### src/rtl/instr_loader.sv
// Instruction-memory loader: assembles a little-endian byte stream into words,
// writes them from byte address 0 upward, and holds the processor in reset until done.
module instr_loader #(
  parameter int IWIDTH      = 32,
  parameter int AWIDTH_MEM  = 32,
  parameter int DEPTH_WORDS = 256,
  parameter int CWIDTH      = 16
) (
  input  logic                  il_clk,
  input  logic                  il_rst,
  input  logic                  il_i_start,
  input  logic [CWIDTH-1:0]     il_i_count,
  input  logic                  il_i_byte_valid,
  input  logic [7:0]            il_i_byte,
  output logic                  il_o_byte_ready,
  output logic                  il_o_mem_we,
  output logic [AWIDTH_MEM-1:0] il_o_mem_addr,
  output logic [IWIDTH-1:0]     il_o_mem_wdata,
  output logic                  il_o_cpu_rst,
  output logic                  il_o_cpu_ce,
  output logic                  il_o_done,
  output logic                  il_o_err
);

  localparam int NBYTES = IWIDTH / 8;
  localparam int BIDX_W = (NBYTES > 1) ? $clog2(NBYTES) : 1;
  localparam logic [CWIDTH:0]   DEPTH_LIM = (CWIDTH + 1)'(DEPTH_WORDS);
  localparam logic [BIDX_W-1:0] LAST_BYTE = BIDX_W'(NBYTES - 1);

  typedef enum logic [2:0] {IDLE, RECV, WRITE, DONE, ERR} state_e;

  state_e                  state_q;
  logic [CWIDTH-1:0]       count_q;
  logic [CWIDTH-1:0]       word_idx_q;
  logic [BIDX_W-1:0]       byte_idx_q;
  logic [IWIDTH-1:0]       asm_q;
  logic [IWIDTH-1:0]       asm_d;
  logic                    byte_ready_q;
  logic                    mem_we_q;
  logic [AWIDTH_MEM-1:0]   mem_addr_q;
  logic [IWIDTH-1:0]       mem_wdata_q;
  logic                    cpu_rst_q;
  logic                    cpu_ce_q;
  logic                    done_q;
  logic                    err_q;
  logic                    start_ok;
  logic                    byte_fire;

  // Assembly register with the incoming byte merged in, so the final byte of
  // a word can go straight to the write-data register.
  always_comb begin
    asm_d = asm_q;
    asm_d[{byte_idx_q, 3'b000} +: 8] = il_i_byte;
  end

  assign start_ok  = (il_i_count != '0) && ({1'b0, il_i_count} <= DEPTH_LIM);
  assign byte_fire = il_i_byte_valid && byte_ready_q;

  // NOTE: every register here is updated with <= so all next-state decisions
  // see the values from before this edge, regardless of statement order.
  always_ff @(posedge il_clk) begin
    if (il_rst) begin
      state_q      <= IDLE;
      count_q      <= '0;
      word_idx_q   <= '0;
      byte_idx_q   <= '0;
      asm_q        <= '0;
      byte_ready_q <= 1'b0;
      mem_we_q     <= 1'b0;
      mem_addr_q   <= '0;
      mem_wdata_q  <= '0;
      cpu_rst_q    <= 1'b1;
      cpu_ce_q     <= 1'b0;
      done_q       <= 1'b0;
      err_q        <= 1'b0;
    end else begin
      case (state_q)
        IDLE, DONE, ERR: begin
          if (il_i_start) begin
            done_q    <= 1'b0;
            cpu_rst_q <= 1'b1;
            cpu_ce_q  <= 1'b0;
            if (start_ok) begin
              state_q      <= RECV;
              count_q      <= il_i_count;
              word_idx_q   <= '0;
              byte_idx_q   <= '0;
              byte_ready_q <= 1'b1;
              err_q        <= 1'b0;
            end else begin
              state_q      <= ERR;
              byte_ready_q <= 1'b0;
              err_q        <= 1'b1;
            end
          end
        end
        RECV: begin
          if (byte_fire) begin
            asm_q <= asm_d;
            if (byte_idx_q == LAST_BYTE) begin
              state_q      <= WRITE;
              byte_idx_q   <= '0;
              byte_ready_q <= 1'b0;
              mem_we_q     <= 1'b1;
              mem_addr_q   <= AWIDTH_MEM'(word_idx_q) << 2;
              mem_wdata_q  <= asm_d;
            end else begin
              byte_idx_q <= byte_idx_q + BIDX_W'(1);
            end
          end
        end
        WRITE: begin
          mem_we_q <= 1'b0;
          if (word_idx_q == count_q - CWIDTH'(1)) begin
            state_q   <= DONE;
            done_q    <= 1'b1;
            cpu_rst_q <= 1'b0;
            cpu_ce_q  <= 1'b1;
          end else begin
            state_q      <= RECV;
            word_idx_q   <= word_idx_q + CWIDTH'(1);
            byte_ready_q <= 1'b1;
          end
        end
        default: state_q <= IDLE;
      endcase
    end
  end

  assign il_o_byte_ready = byte_ready_q;
  assign il_o_mem_we     = mem_we_q;
  assign il_o_mem_addr   = mem_addr_q;
  assign il_o_mem_wdata  = mem_wdata_q;
  assign il_o_cpu_rst    = cpu_rst_q;
  assign il_o_cpu_ce     = cpu_ce_q;
  assign il_o_done       = done_q;
  assign il_o_err        = err_q;

endmodule

### config.mk
export PLATFORM = sky130hd
export DESIGN_NAME = instr_loader
export DESIGN_NICKNAME = d
export VERILOG_FILES = /design/src/rtl/instr_loader.sv
export SDC_FILE = /design/constraint.sdc
export NUM_CORES = 1
export LEC_CHECK = 0
export BUFFER_PORTS_ARGS = -buffer_cell sky130_fd_sc_hd__buf_2
export CAP_MARGIN = 20
export CORE_ASPECT_RATIO = 1.75
export CORE_MARGIN = 4
export CORE_UTILIZATION = 43
export CTS_CLUSTER_SIZE = 20
export DETAILED_ROUTE_END_ITERATION = 6
export GPL_TIMING_DRIVEN = 0
export PLACE_DENSITY = 0.67
export SLEW_MARGIN = 30
export SYNTH_ARGS = -nofsm -noshare
export SYNTH_HDL_FRONTEND = slang
export SYNTH_SLANG_ARGS = --single-unit
### constraint.sdc
create_clock -name il_clk -period 3.7 [get_ports il_clk]
set_clock_uncertainty 0.15 [all_clocks]
set_input_delay 0.37 -clock il_clk [delete_from_list [all_inputs] [get_ports il_clk]]
set_output_delay 0.37 -clock il_clk [all_outputs]
set_load 0.01 [all_outputs]
; Yosys cells after proc, flatten, opt, wreduce, memory -nomap -nowiden
; Cells that the tools add are included.
[op_classes]
addsub = 4
magnitude_cmp = 1
eq_ne = 12
n_shift = 2
muxes = 32
reduce_logical = 19
[ops]
columns = op, n
row1 = $mux W16, 3
row2 = $bwmux W32, 1
row3 = $pmux W16 S2, 1
row4 = $shift A8 B7 Y32 const A, 1
row5 = $shiftx A8 B7 Y32, 1
row6 = $add A16 B1 Y16 const B, 1
row7 = $eq A16 B16 Y1, 1
row8 = $le A16 B9 Y1 const B, 1
row9 = $reduce_bool A16 Y1, 1
row10 = $sub A16 B1 Y16 const B, 1
row11 = $reduce_and A3 Y1, 5
row12 = $mux W1, 12
row13 = $mux W3, 4
row14 = $ne A2 B2 Y1 const B, 6
row15 = $mux W2, 5
row16 = $pmux W3 S3, 1
row17 = $reduce_and A4 Y1, 2
row18 = $neg A5 Y7, 1
row19 = $eq A3 B2 Y1 const B, 2
row20 = $pmux W1 S2, 3
row21 = $reduce_bool A2 Y1, 3
row22 = $reduce_and A5 Y1, 1
row23 = $pmux W2 S2, 1
row24 = $reduce_and A2 Y1, 2
row25 = other kinds (9), 10
[word_totals]
reg_bits = 122
in_bits = 28
out_inout_bits = 70

; Depth between registers and ports, before layout
; Gate-level depths: netlist (run 1).
[depth]
ltp_word = 5
depth_mapped = 13
depth_no_buf = 10

; Least setup slack after synthesis (run 1)
; Ideal clock, no wire load.
[synth_timing]
path_kind = flip-flop to flip-flop
startpoint = register count_q[0]
endpoint = register word_idx_q[1]
setup_ns = 0.128
arrival_ns = 2.617
path_slack_ns = 0.805
path_stages_with_launch = 14
period_less_slack_ns = 2.895
cell_sequence = dfxtp_1 inv_1 ha_1 buf_2 nor4b_1 and3_1 o2111ai_1 a2111oi_0 nand4_1 o21ai_2 buf_4 buf_6 mux2i_1 nor2_1
[synth_via]
elab_chain_cells = 4
[synth_rtl]
columns = item, line
row1 = "start, declared", 33  ; logic [CWIDTH-1:0] count_q;
row2 = "start signal, assigned", 85  ; count_q <= il_i_count;
row3 = $sub A16 B1 Y16, 114  ; if (word_idx_q == count_q - CWIDTH'(1)) begin
row4 = $eq A16 B16 Y1, 114
row5 = $ne A2 B2 Y1 (no source line), -
row6 = $reduce_and A4 Y1 (no source line), -
row7 = "end signal, assigned", 121  ; word_idx_q <= word_idx_q + CWIDTH'(1);
row8 = "end, declared", 34  ; logic [CWIDTH-1:0] word_idx_q;
; Every way passes these cells.
; A chain may end at the register's enable or synchronous reset.

; Worst setup path after layout (run 1)
; Same ends and word-level chain as after synthesis.

==> out/metrics.csv, run 1 <==
stage,metric,value,unit
outcome,status,"complete, no violations",
logic_synthesis,Simple-Gate Fraction of Synth Area,0.2362,
grt,global-route track usage on met3,0.04194,
logic_synthesis,multiplexer share of the synthesized area,0.005518,
grt,first-pass GRT wire length,26430,um
place,Post-DP HPWL,12160,um
sta,final hold violation count,0,
final_layout,Layout area overhead,22.31,%
clocking,Num CTS Buffers,17,
logic_synthesis,XOR/XNOR Fraction of Synth Area,0.02008,
route,via-per-instance ratio,5.371,
final_layout,fin nets,836,
route,DRC violations left,0,
sta,maximum clock rate,298.2,MHz
die,die height,159.9,um
min_path,hold depth,3,
logic_synthesis,ys async rst share,0,
worst_setup_path,"Req. time, crit path",3840,ps
sta,final worst path period share,0.9064,
die,core area,12940,sq um
worst_setup_path,CP peak stage delay,420,ps
logic_synthesis,synthesized flop and latch total,122,
logic_synthesis,Synth top area share,0.4308,
clocking,Clock transition at path regs,50,ps
clocking,CTS tree,built,
power,Static Leak,2.668,nW
final_layout,fin util,0.5360,
logic_synthesis,Synth Flop Type,dfxtp_1,
logic_synthesis,Netlist Area Pre-Place,5669,sq um
final_layout,share of cells above drive strength 1,0.1763,
die,die area,15160,sq um
logic_synthesis,largest family of logic cells by synthesized area,simple AND/OR/NAND/NOR gates,
worst_setup_path,Critical Path AT,3490,ps
min_path,Hold Crit Class,in -> reg,
sta,unrepaired setup endpoints after global routing,no,
min_path,Hold Crit Start,il_i_count[7],
power,"IR drop worst, VDD",293.9,uV
final_layout,# diodes,0,
logic_synthesis,post-synthesis compound-gate area fraction,0.2253,
sta,min Tclk post-route,3354,ps
route,1st-iter DRT viols,262,
die,Starting Density,0.4382,
route,first drt pass iteration count,5,
sta,slew of the pin with the lowest slew margin,804.8,ps
clocking,CTS Root Cell,clkbuf_16,
die,Rows,55,
final_layout,post-route cell area,6934,sq um
grt,largest net degree at the start of global routing,17,
worst_setup_path,R2R Setup Slk,350,ps
route,Vias,5274,
worst_setup_path,CP bufs+invs,4,
logic_synthesis,top post-synthesis cells by area,"dfxtp_1 (43%), a211oi_1 (8.6%), a21oi_1 (6.4%)",
grt,GR Util met1,0.2262,
worst_setup_path,Critical Path Fanout Max,10,
die,I/O pins,98,
worst_setup_path,critical path cell sequence,inv_1 > ha_1 > buf_2 > nor4b_2 > and3_1 > o2111ai_1 > a2111oi_0 > nand4_1 > o21ai_2 > buf_4 > buf_6 > mux2i_1 > nor2_1,
clocking,"Clk Latency, worst-skew pair",410,ps
clocking,CTS HTree Levels,4,
clocking,setup bufs post-CTS,0,
sta,total negative slack,0,ps
route,Antenna Nets Post-Route,0,
worst_setup_path,Worst Reg2Reg Path Length in Cells,13,
clocking,clk buf depth,2,
logic_synthesis,Syn. warnings,0,
worst_setup_path,slowest CP cell,nor4b_2,
min_path,WHS Endpoint,count_q[7],
power,Pwr Total,3.119,mW
sta,final hold slack,49.18,ps
worst_setup_path,reg2reg start,count_q[0],
logic_synthesis,Post-synth EDFFs,0,
flow_run,max_cap viols,0,
grt,vias in the first global route,5390,
power,PD cells,449.8,nW/um^2
worst_setup_path,Reg2Reg Capture Point,word_idx_q[1],
worst_setup_path,Critical Path Source Type,flop,
grt,grt ovf,0,
grt,gr usage total,0.2212,
place,Post-DP Area,6345,sq um
grt,GR Layer Usage met2,0.4141,
clocking,# hold bufs at CTS,0,
worst_setup_path,CP Capture Type,flop,
logic_synthesis,Synth Area in Adders,0.01766,
logic_synthesis,Avg Inst Size Synth,8.276,sq um
worst_setup_path,Setup CP Type,reg -> reg,
clocking,post-CTS sizing,0,
sta,Final setup viols,0,
route,WL per Instance,16.49,um
sta,worst rel slew slack,0.4593,
place,I/O Buffers,81,
die,Die Wd,94.80,um
clocking,Sink Count,122,
logic_synthesis,sequential area share after synthesis,0.4308,
final_layout,FILL cells,1264,
logic_synthesis,Netlist cell types,59,
logic_synthesis,Synth area leader,dfxtp_1,
logic_synthesis,Cells after Synth,685,
place,RePlAce Congestion,0.8757,
grt,busiest grt layer,met2,
route,WL final,16200,um
grt,initial antenna violation count,0,
sta,fin. max-slew vios,0,
worst_setup_path,"delay-heaviest family, CP",simple AND/OR/NAND/NOR gates,
-- metal layers --
layer / wire [um] / part of all wire
met4: 662 / 0.041
met3: 651 / 0.040
met2: 8857 / 0.55
met5: 0 / 0
met1: 6024 / 0.37
-- synthesized netlist by cell type (5+ instances only) --
| master | number |
|---|---|
| o21ai_0 | 26 |
| nor2b_1 | 35 |
| nand2_1 | 68 |
| xor2_1 | 7 |
| dfxtp_1 | 122 |
| and2_1 | 14 |
| xnor2_1 | 6 |
| a211oi_1 | 65 |
| buf_1 | 6 |
| a21oi_1 | 73 |
| nand3_1 | 7 |
| inv_1 | 11 |
| nor3_1 | 8 |
| or3_1 | 9 |
| and3_1 | 5 |
| or4_1 | 8 |
| buf_4 | 18 |
| nor2_1 | 85 |
| clkbuf_1 | 36 |
| o31ai_1 | 5 |
| ha_1 | 8 |
-- cells by family after synthesis --
| logic type | after synthesis |
|---|---|
| DFF | 122 |
| buffers and inverters | 74 |
| AOI/OAI and AO/OA | 197 |
| xor gates and xnor gates | 13 |
| adders and majority gates | 8 |
| other | 1 |
| and+or+nand+nor | 267 |
| muxes | 3 |
-- stage by stage --
| step | cells | worst slack (ps) |
|---|---|---|
| 5_1_grt | 982 | 87.96 |
| 6_report | 982 | 346.2 |
| 2_1_floorplan | 700 | 805.4 |
| 3_5_place_dp | 952 | 153.7 |
| 3_3_place_gp | 952 | 171.7 |
| 4_1_cts | 982 | 110.5 |
-- power by group --
group / total, mW / switching (mW) / internal [mW] / leakage [nW]
Clock: 1.65 / 0.575 / 1.08 / 0.288
Sequential: 1.33 / 0.00601 / 1.32 / 0.983
Combinational: 0.137 / 0.0885 / 0.0484 / 1.40
Total: 3.12 / 0.670 / 2.45 / 2.67
-- sequential cells by signal (all words and copies together) (netlist names) --
| signal | count |
|---|---|
| asm_q | 32 |
| byte_idx_q | 2 |
| count_q | 16 |
| il_o_byte_ready | 1 |
| il_o_cpu_rst | 1 |
| il_o_done | 1 |
| il_o_err | 1 |
| il_o_mem_addr | 16 |
| il_o_mem_wdata | 32 |
| il_o_mem_we | 1 |
| state_q | 3 |
| word_idx_q | 16 |
-- worst max path at each step --
| stage | from | to | slack, ps | cells after the start |
|---|---|---|---|---|
| floorplan | count_q[0] | word_idx_q[1] | 810 | 13 |
| global placement | count_q[0] | word_idx_q[1] | 170 | 13 |
| detailed placement | count_q[0] | word_idx_q[1] | 150 | 13 |
| CTS | count_q[0] | word_idx_q[1] | 110 | 13 |
| global route | count_q[0] | word_idx_q[1] | 90 | 13 |
| finish | count_q[0] | word_idx_q[1] | 350 | 13 |
-- cell usage in the layout, fill, tap and decap left out, types with 3 or more instances in the layout --
cell and count:
o21ai_0 26, a211oi_1 65, conb_1 16, bufinv_16 3, nor4_1 4, buf_4 18
or2_2 3, buf_1 6, and2_1 14, or4_1 8, clkbuf_16 17, nor2_1 85
a31oi_1 4, o211a_1 3, or3_1 9, a21oi_1 73, nand4_1 4, dfxtp_1 122
and3_1 5, nand2_1 68, o31ai_1 5, nand3_1 7, o211ai_1 3, xor2_1 7
clkinv_2 5, nor3_1 8, ha_1 8, xnor2_1 6, inv_1 11, buf_2 82
nor2b_1 35, clkbuf_1 38
-- worst min-delay path: stages --
cell	delay, ps
buf_2	100
nand2_1	40
a21oi_1	50
-- layout make-up --
cell class                      instances  area, sq um  share of cell area
Buffer                                 63        320.3             0.04619
Clock buffer                           21        460.4             0.06640
Clock inverter                          9        122.6             0.01768
Inverter                               11        41.29            0.005955
Multi-Input combinational cell        504         2928              0.4222
Sequential cell                       122         2442              0.3522
Tap cell                              171        214.0             0.03086
Timing Repair Buffer                   81        405.4             0.05846
(Power assumes the default switching activity.)
==> run 2: changes to the inputs <==
--- a/config.mk
+++ b/config.mk
@@ -10,6 +10,7 @@
 export CORE_ASPECT_RATIO = 1.75
 export CORE_MARGIN = 4
 export CORE_UTILIZATION = 43
+export CTS_BUF_LIST = sky130_fd_sc_hd__clkbuf_4
 export CTS_CLUSTER_SIZE = 20
 export DETAILED_ROUTE_END_ITERATION = 6
 export GPL_TIMING_DRIVEN = 0
==> run 2 against run 1 <==
Net effect: critical path depth unchanged; first-iteration DRC count fell by 19%; non-clock buffer count up 9; setup slack worse by 22 ps; die area is the same; maximum frequency is 0.64% lower; flip-flop and latch count unchanged; design area decreased by 3.1%; largest power group is now sequential cells; highest routed layer unchanged.
==> out/metrics.csv, run 2 (synthesis results as in run 1) <==
stage,metric,value,unit
outcome,status,"complete, no violations",
die,Die Wd,94.80,um
final_layout,Layout area overhead,18.47,%
sta,slew of the pin with the lowest slew margin,829.3,ps
clocking,CTS Root Cell,clkbuf_4,
worst_setup_path,reg2reg start,count_q[0],
die,I/O pins,98,
sta,final hold slack,105.5,ps
grt,initial antenna violation count,1,
die,die area,15160,sq um
die,Rows,55,
worst_setup_path,Critical Path Fanout Max,10,
grt,vias in the first global route,5378,
grt,busiest grt layer,met2,
final_layout,fin nets,845,
clocking,Clock transition at path regs,110,ps
final_layout,Reg area,2442,sq um
worst_setup_path,CP Capture Type,flop,
worst_setup_path,Critical Path Source Type,flop,
worst_setup_path,"delay-heaviest family, CP",simple AND/OR/NAND/NOR gates,
worst_setup_path,slowest CP cell,nor4b_2,
sta,min Tclk post-route,3375,ps
sta,final hold violation count,0,
power,"IR drop worst, VDD",330.9,uV
final_layout,"commonest cells after routing, fill and taps aside","dfxtp_1 (122), nor2_1 (85), buf_2 (82)",
worst_setup_path,Worst Reg2Reg Path Length in Cells,13,
route,Antenna Nets Post-Route,0,
grt,GR Layer Usage met2,0.4060,
sta,maximum clock rate,296.3,MHz
clocking,CTS HTree Levels,4,
sta,unrepaired setup endpoints after global routing,no,
min_path,Hold Crit Start,il_i_start,
die,die height,159.9,um
route,Vias,5276,
route,WL per Instance,16.13,um
clocking,"Clk Latency, worst-skew pair",530,ps
sta,final worst path period share,0.9123,
min_path,hold depth,4,
grt,grt ovf,0,
sta,Final setup viols,0,
worst_setup_path,"Req. time, crit path",3960,ps
route,first drt pass iteration count,4,
final_layout,Multi-input gate area,2928,sq um
grt,largest net degree at the start of global routing,17,
worst_setup_path,Critical Path AT,3630,ps
power,Static Leak,2.570,nW
route,DRC violations left,0,
min_path,Hold Crit Class,in -> reg,
sta,fin. max-slew vios,0,
final_layout,"most common cell after layout, fill and taps aside",dfxtp_1,
clocking,clk buf depth,2,
clocking,CTS tree,built,
worst_setup_path,CP peak stage delay,420,ps
final_layout,FILL cells,1295,
final_layout,share of cells above drive strength 1,0.1744,
grt,gr usage total,0.2209,
sta,worst rel slew slack,0.4428,
worst_setup_path,Crit. Startpoint,count_q[0],
place,I/O Buffers,81,
worst_setup_path,CP bufs+invs,4,
worst_setup_path,critical path cell sequence,inv_1 > ha_1 > buf_2 > nor4b_2 > and3_1 > o2111ai_1 > a2111oi_0 > nand4_1 > o21ai_2 > buf_4 > buf_6 > mux2i_1 > nor2_1,
flow_run,max_cap viols,0,
route,1st-iter DRT viols,212,
power,PD cells,360.3,nW/um^2
route,WL final,16000,um
worst_setup_path,Reg2Reg Capture Point,word_idx_q[1],
sta,total negative slack,0,ps
route,via-per-instance ratio,5.319,
grt,first-pass GRT wire length,26330,um
clocking,Sink Count,122,
grt,global-route track usage on met3,0.04807,
clocking,setup bufs post-CTS,0,
clocking,Num CTS Buffers,17,
worst_setup_path,Setup CP Type,reg -> reg,
die,Starting Density,0.4382,
worst_setup_path,R2R Setup Slk,320,ps
die,core area,12940,sq um
place,RePlAce Congestion,0.8757,
place,Post-DP HPWL,12160,um
min_path,WHS Endpoint,il_o_err,
grt,GR Util met1,0.2280,
## run 2: changes by cell type in the layout (fill, tap and decap cells not counted)
| cell | delta |
|---|---|
| clkbuf_1 | -2 |
| clkbuf_16 | -17 |
| clkbuf_4 | +19 |
| clkbuf_8 | -2 |
| clkinv_1 | +2 |
| diode_2 | +1 |
| dlygate4sd3_1 | +9 |
## run 2: area by class of cell
type,count,share of cell area
Sequential cell,122,0.3636
Antenna cell,1,0.0003726
Timing Repair Buffer,90,0.07377
Inverter,11,0.006148
Clock buffer,19,0.02124
Buffer,63,0.04769
Multi-Input combinational cell,504,0.4359
Tap cell,171,0.03186
Clock inverter,11,0.01937
## run 2: how the worst max path moves through the flow
stage / to / slack [ps] / cells after the start
2_1_floorplan: word_idx_q[1] / 810 / 13
3_3_place_gp: word_idx_q[1] / 170 / 13
3_5_place_dp: word_idx_q[1] / 150 / 13
4_1_cts: word_idx_q[1] / 100 / 13
5_1_grt: word_idx_q[1] / 80 / 13
6_report: word_idx_q[1] / 320 / 13
## run 2: power by group
| part | switching [mW] | internal [mW] |
|---|---|---|
| Combinational | 0.0894 | 0.0546 |
| Sequential | 0.00591 | 1.32 |
| Clock | 0.485 | 0.466 |
## run 2: worst reg2reg max path: stages, from the launching register on
cell and delay [ps]:
dfxtp_1 410, inv_1 90, ha_1 140, buf_2 180, nor4b_2 420, and3_1 300, o2111ai_1 140, a2111oi_0 360
nand4_1 200, o21ai_2 240, buf_4 220, buf_6 160, mux2i_1 180, nor2_1 50
## run 2: layer usage
layer / vias up / share of wire
met5: - / 0
met2: 129 / 0.55
li1: 2638 / -
met3: 38 / 0.036
met1: 2471 / 0.37
met4: 0 / 0.039
## run 2: stage by stage
step	util	std cells	area, sq um	setup WS [ps]	power, mW
after CTS	0.5185	991	6708	100.0	2.433
after floorplan	-	700	5725	805.4	1.438
after detailed placement	0.4904	952	6345	153.7	1.489
final	0.5191	992	6716	324.6	2.420
after global placement	0.4904	952	6345	171.7	1.487
after global routing	0.5191	992	6716	76.90	2.512
## run 2: timing repair
| item | 4_1_cts | 5_1_grt |
|---|---|---|
| endpoints found under the hold margin | 9 | 0 |
| hold buffers | 9 | 0 |
| endpoints found under the setup margin | 0 | 13 |
| gates resized for setup | 0 | 1 |
==> run 3: changes to the inputs <==
==> constraint.sdc (replaced) <==
create_clock -name il_clk -period 4 [get_ports il_clk]
set_clock_uncertainty 0.15 [all_clocks]
set_input_delay 0.4 -clock il_clk [delete_from_list [all_inputs] [get_ports il_clk]]
set_output_delay 0.4 -clock il_clk [all_outputs]
set_load 0.01 [all_outputs]
==> run 3 against run 2 <==
Net effect: die area unchanged; critical path depth unchanged; flip-flop and latch count unchanged; critical endpoint unchanged; critical path type unchanged.
==> out/metrics.csv, run 3 (synthesis results as in run 1) <==
stage,metric,value,unit
power,Psw,0.5371,mW
clocking,"Clk Latency, worst-skew pair",530,ps
sta,fin. max-slew vios,0,
power,Int Pwr,1.701,mW
grt,initial antenna violation count,1,
worst_setup_path,Critical Path Source Type,flop,
die,Die Wd,94.80,um
die,die area,15160,sq um
power,"IR drop worst, VDD",305.7,uV
route,WL final,16030,um
clocking,CTS HTree Levels,4,
grt,grt ovf,0,
flow_run,max_cap viols,0,
clocking,# hold bufs at CTS,9,
clocking,post-CTS sizing,0,
clocking,clk buf depth,2,
place,RePlAce Congestion,0.8757,
final_layout,share of cells above drive strength 1,0.1732,
route,DRC violations left,0,
power,Static Leak,2.567,nW
grt,gr usage total,0.2209,
route,1st-iter DRT viols,213,
route,Vias,5295,
clocking,CTS Root Cell,clkbuf_4,
clocking,CTS tree,built,
place,Post-DP HPWL,12160,um
grt,largest net degree at the start of global routing,17,
sta,unrepaired setup endpoints after global routing,no,
min_path,Hold Crit Class,in -> reg,
outcome,status,"complete, no violations",
power,clock share of power,0.393,
final_layout,post-route cell area,6710,sq um
route,WL per Instance,16.15,um
sta,final hold slack,135.0,ps
final_layout,fin nets,845,
final_layout,"commonest cells after routing, fill and taps aside","dfxtp_1 (122), nor2_1 (85), buf_2 (82)",
clocking,Num CTS Buffers,17,
die,core area,12940,sq um
route,via-per-instance ratio,5.338,
grt,vias in the first global route,5378,
power,Switching Share,0.2400,
route,first drt pass iteration count,5,
clocking,setup bufs post-CTS,0,
die,I/O pins,98,
place,Setup WS pre-CTS,453.7,ps
sta,final worst path period share,0.9092,
final_layout,"most common cell after layout, fill and taps aside",dfxtp_1,
grt,first-pass GRT wire length,26330,um
worst_setup_path,Critical Path Fanout Max,10,
place,Post-DP Area,6345,sq um
place,DP Cell Count,952,
final_layout,FILL cells,1298,
power,PD cells,333.5,nW/um^2
sta,total negative slack,0,ps
route,Antenna Nets Post-Route,0,
sta,Final setup viols,0,
worst_setup_path,Critical Path AT,3900,ps
sta,worst rel slew slack,0.4451,
sta,maximum clock rate,275.0,MHz
sta,final hold violation count,0,
sta,min Tclk post-route,3637,ps
clocking,Sink Count,122,
power,Seq pwr share,0.548,
die,Rows,55,
worst_setup_path,CP Capture Type,flop,
worst_setup_path,Setup CP Type,reg -> reg,
sta,Final Worst Setup Slack,363.3,ps
worst_setup_path,"Req. time, crit path",4260,ps
clocking,Clock transition at path regs,110,ps
power,Combinational Power Share,0.060,
final_layout,Layout area overhead,18.36,%
die,die height,159.9,um
die,Starting Density,0.4382,
sta,slew of the pin with the lowest slew margin,826.0,ps
final_layout,Non-Filler Instances,992,
place,I/O Buffers,81,
==> run 3: cell type report <==
cell class	instances	area, sq um	share of cell area
flip-flops and latches	122	2442	0.3640
multi-input cells	504	2922	0.4354
plain buffers	63	320.3	0.04773
diodes	1	2.502	0.0003729
repair buffers	90	495.5	0.07384
well taps	171	214.0	0.03189
clock buffers	19	142.6	0.02126
clock inverters	11	130.1	0.01939
inverters	11	41.29	0.006153
==> run 3: stage by stage <==
step | total power, mW | utilization
final | 2.238 | 0.5187
after global placement | 1.375 | 0.4904
after detailed placement | 1.377 | 0.4904
after global routing | 2.323 | 0.5187
after floorplan | 1.330 | -
after CTS | 2.250 | 0.5185
==> run 3: critical path, stage by stage (launching register included) <==
cell,delay (ps)
dfxtp_1,410
inv_1,90
ha_1,140
buf_2,180
nor4b_1,650
and3_1,330
o2111ai_1,140
a2111oi_0,360
nand4_1,200
o21ai_2,240
buf_4,220
buf_6,160
mux2i_1,180
nor2_1,50
==> run 3: path summary, 6_finish.rpt <==
check,start,to,slack (ps),cells past startpoint
worst max-delay path,count_q[0],word_idx_q[1],360,13
worst min-delay path,il_i_start,il_o_err,140,4
worst max register to register,count_q[0],word_idx_q[1],360,13
worst min register to register,il_o_mem_addr[9],il_o_mem_addr[9],310,2
==> run 3: metal layers <==
metal | share of wire | routed length [um] | track usage
met2 | 0.54 | 8702 | 0.4060
met1 | 0.37 | 5936 | 0.2280
met5 | 0 | 0 | 0
met4 | 0.047 | 760 | 0.1091
met3 | 0.039 | 625 | 0.04807
==> run 3: power by group through the flow <==
stage               sequential, mW  clock [mW]  combinational, mW
floorplan                     1.25           0             0.0773
CTS                           1.23       0.893              0.132
finish                        1.23       0.879              0.133
global placement              1.25           0              0.122
global route                  1.23       0.950              0.146
detailed placement            1.25           0              0.124
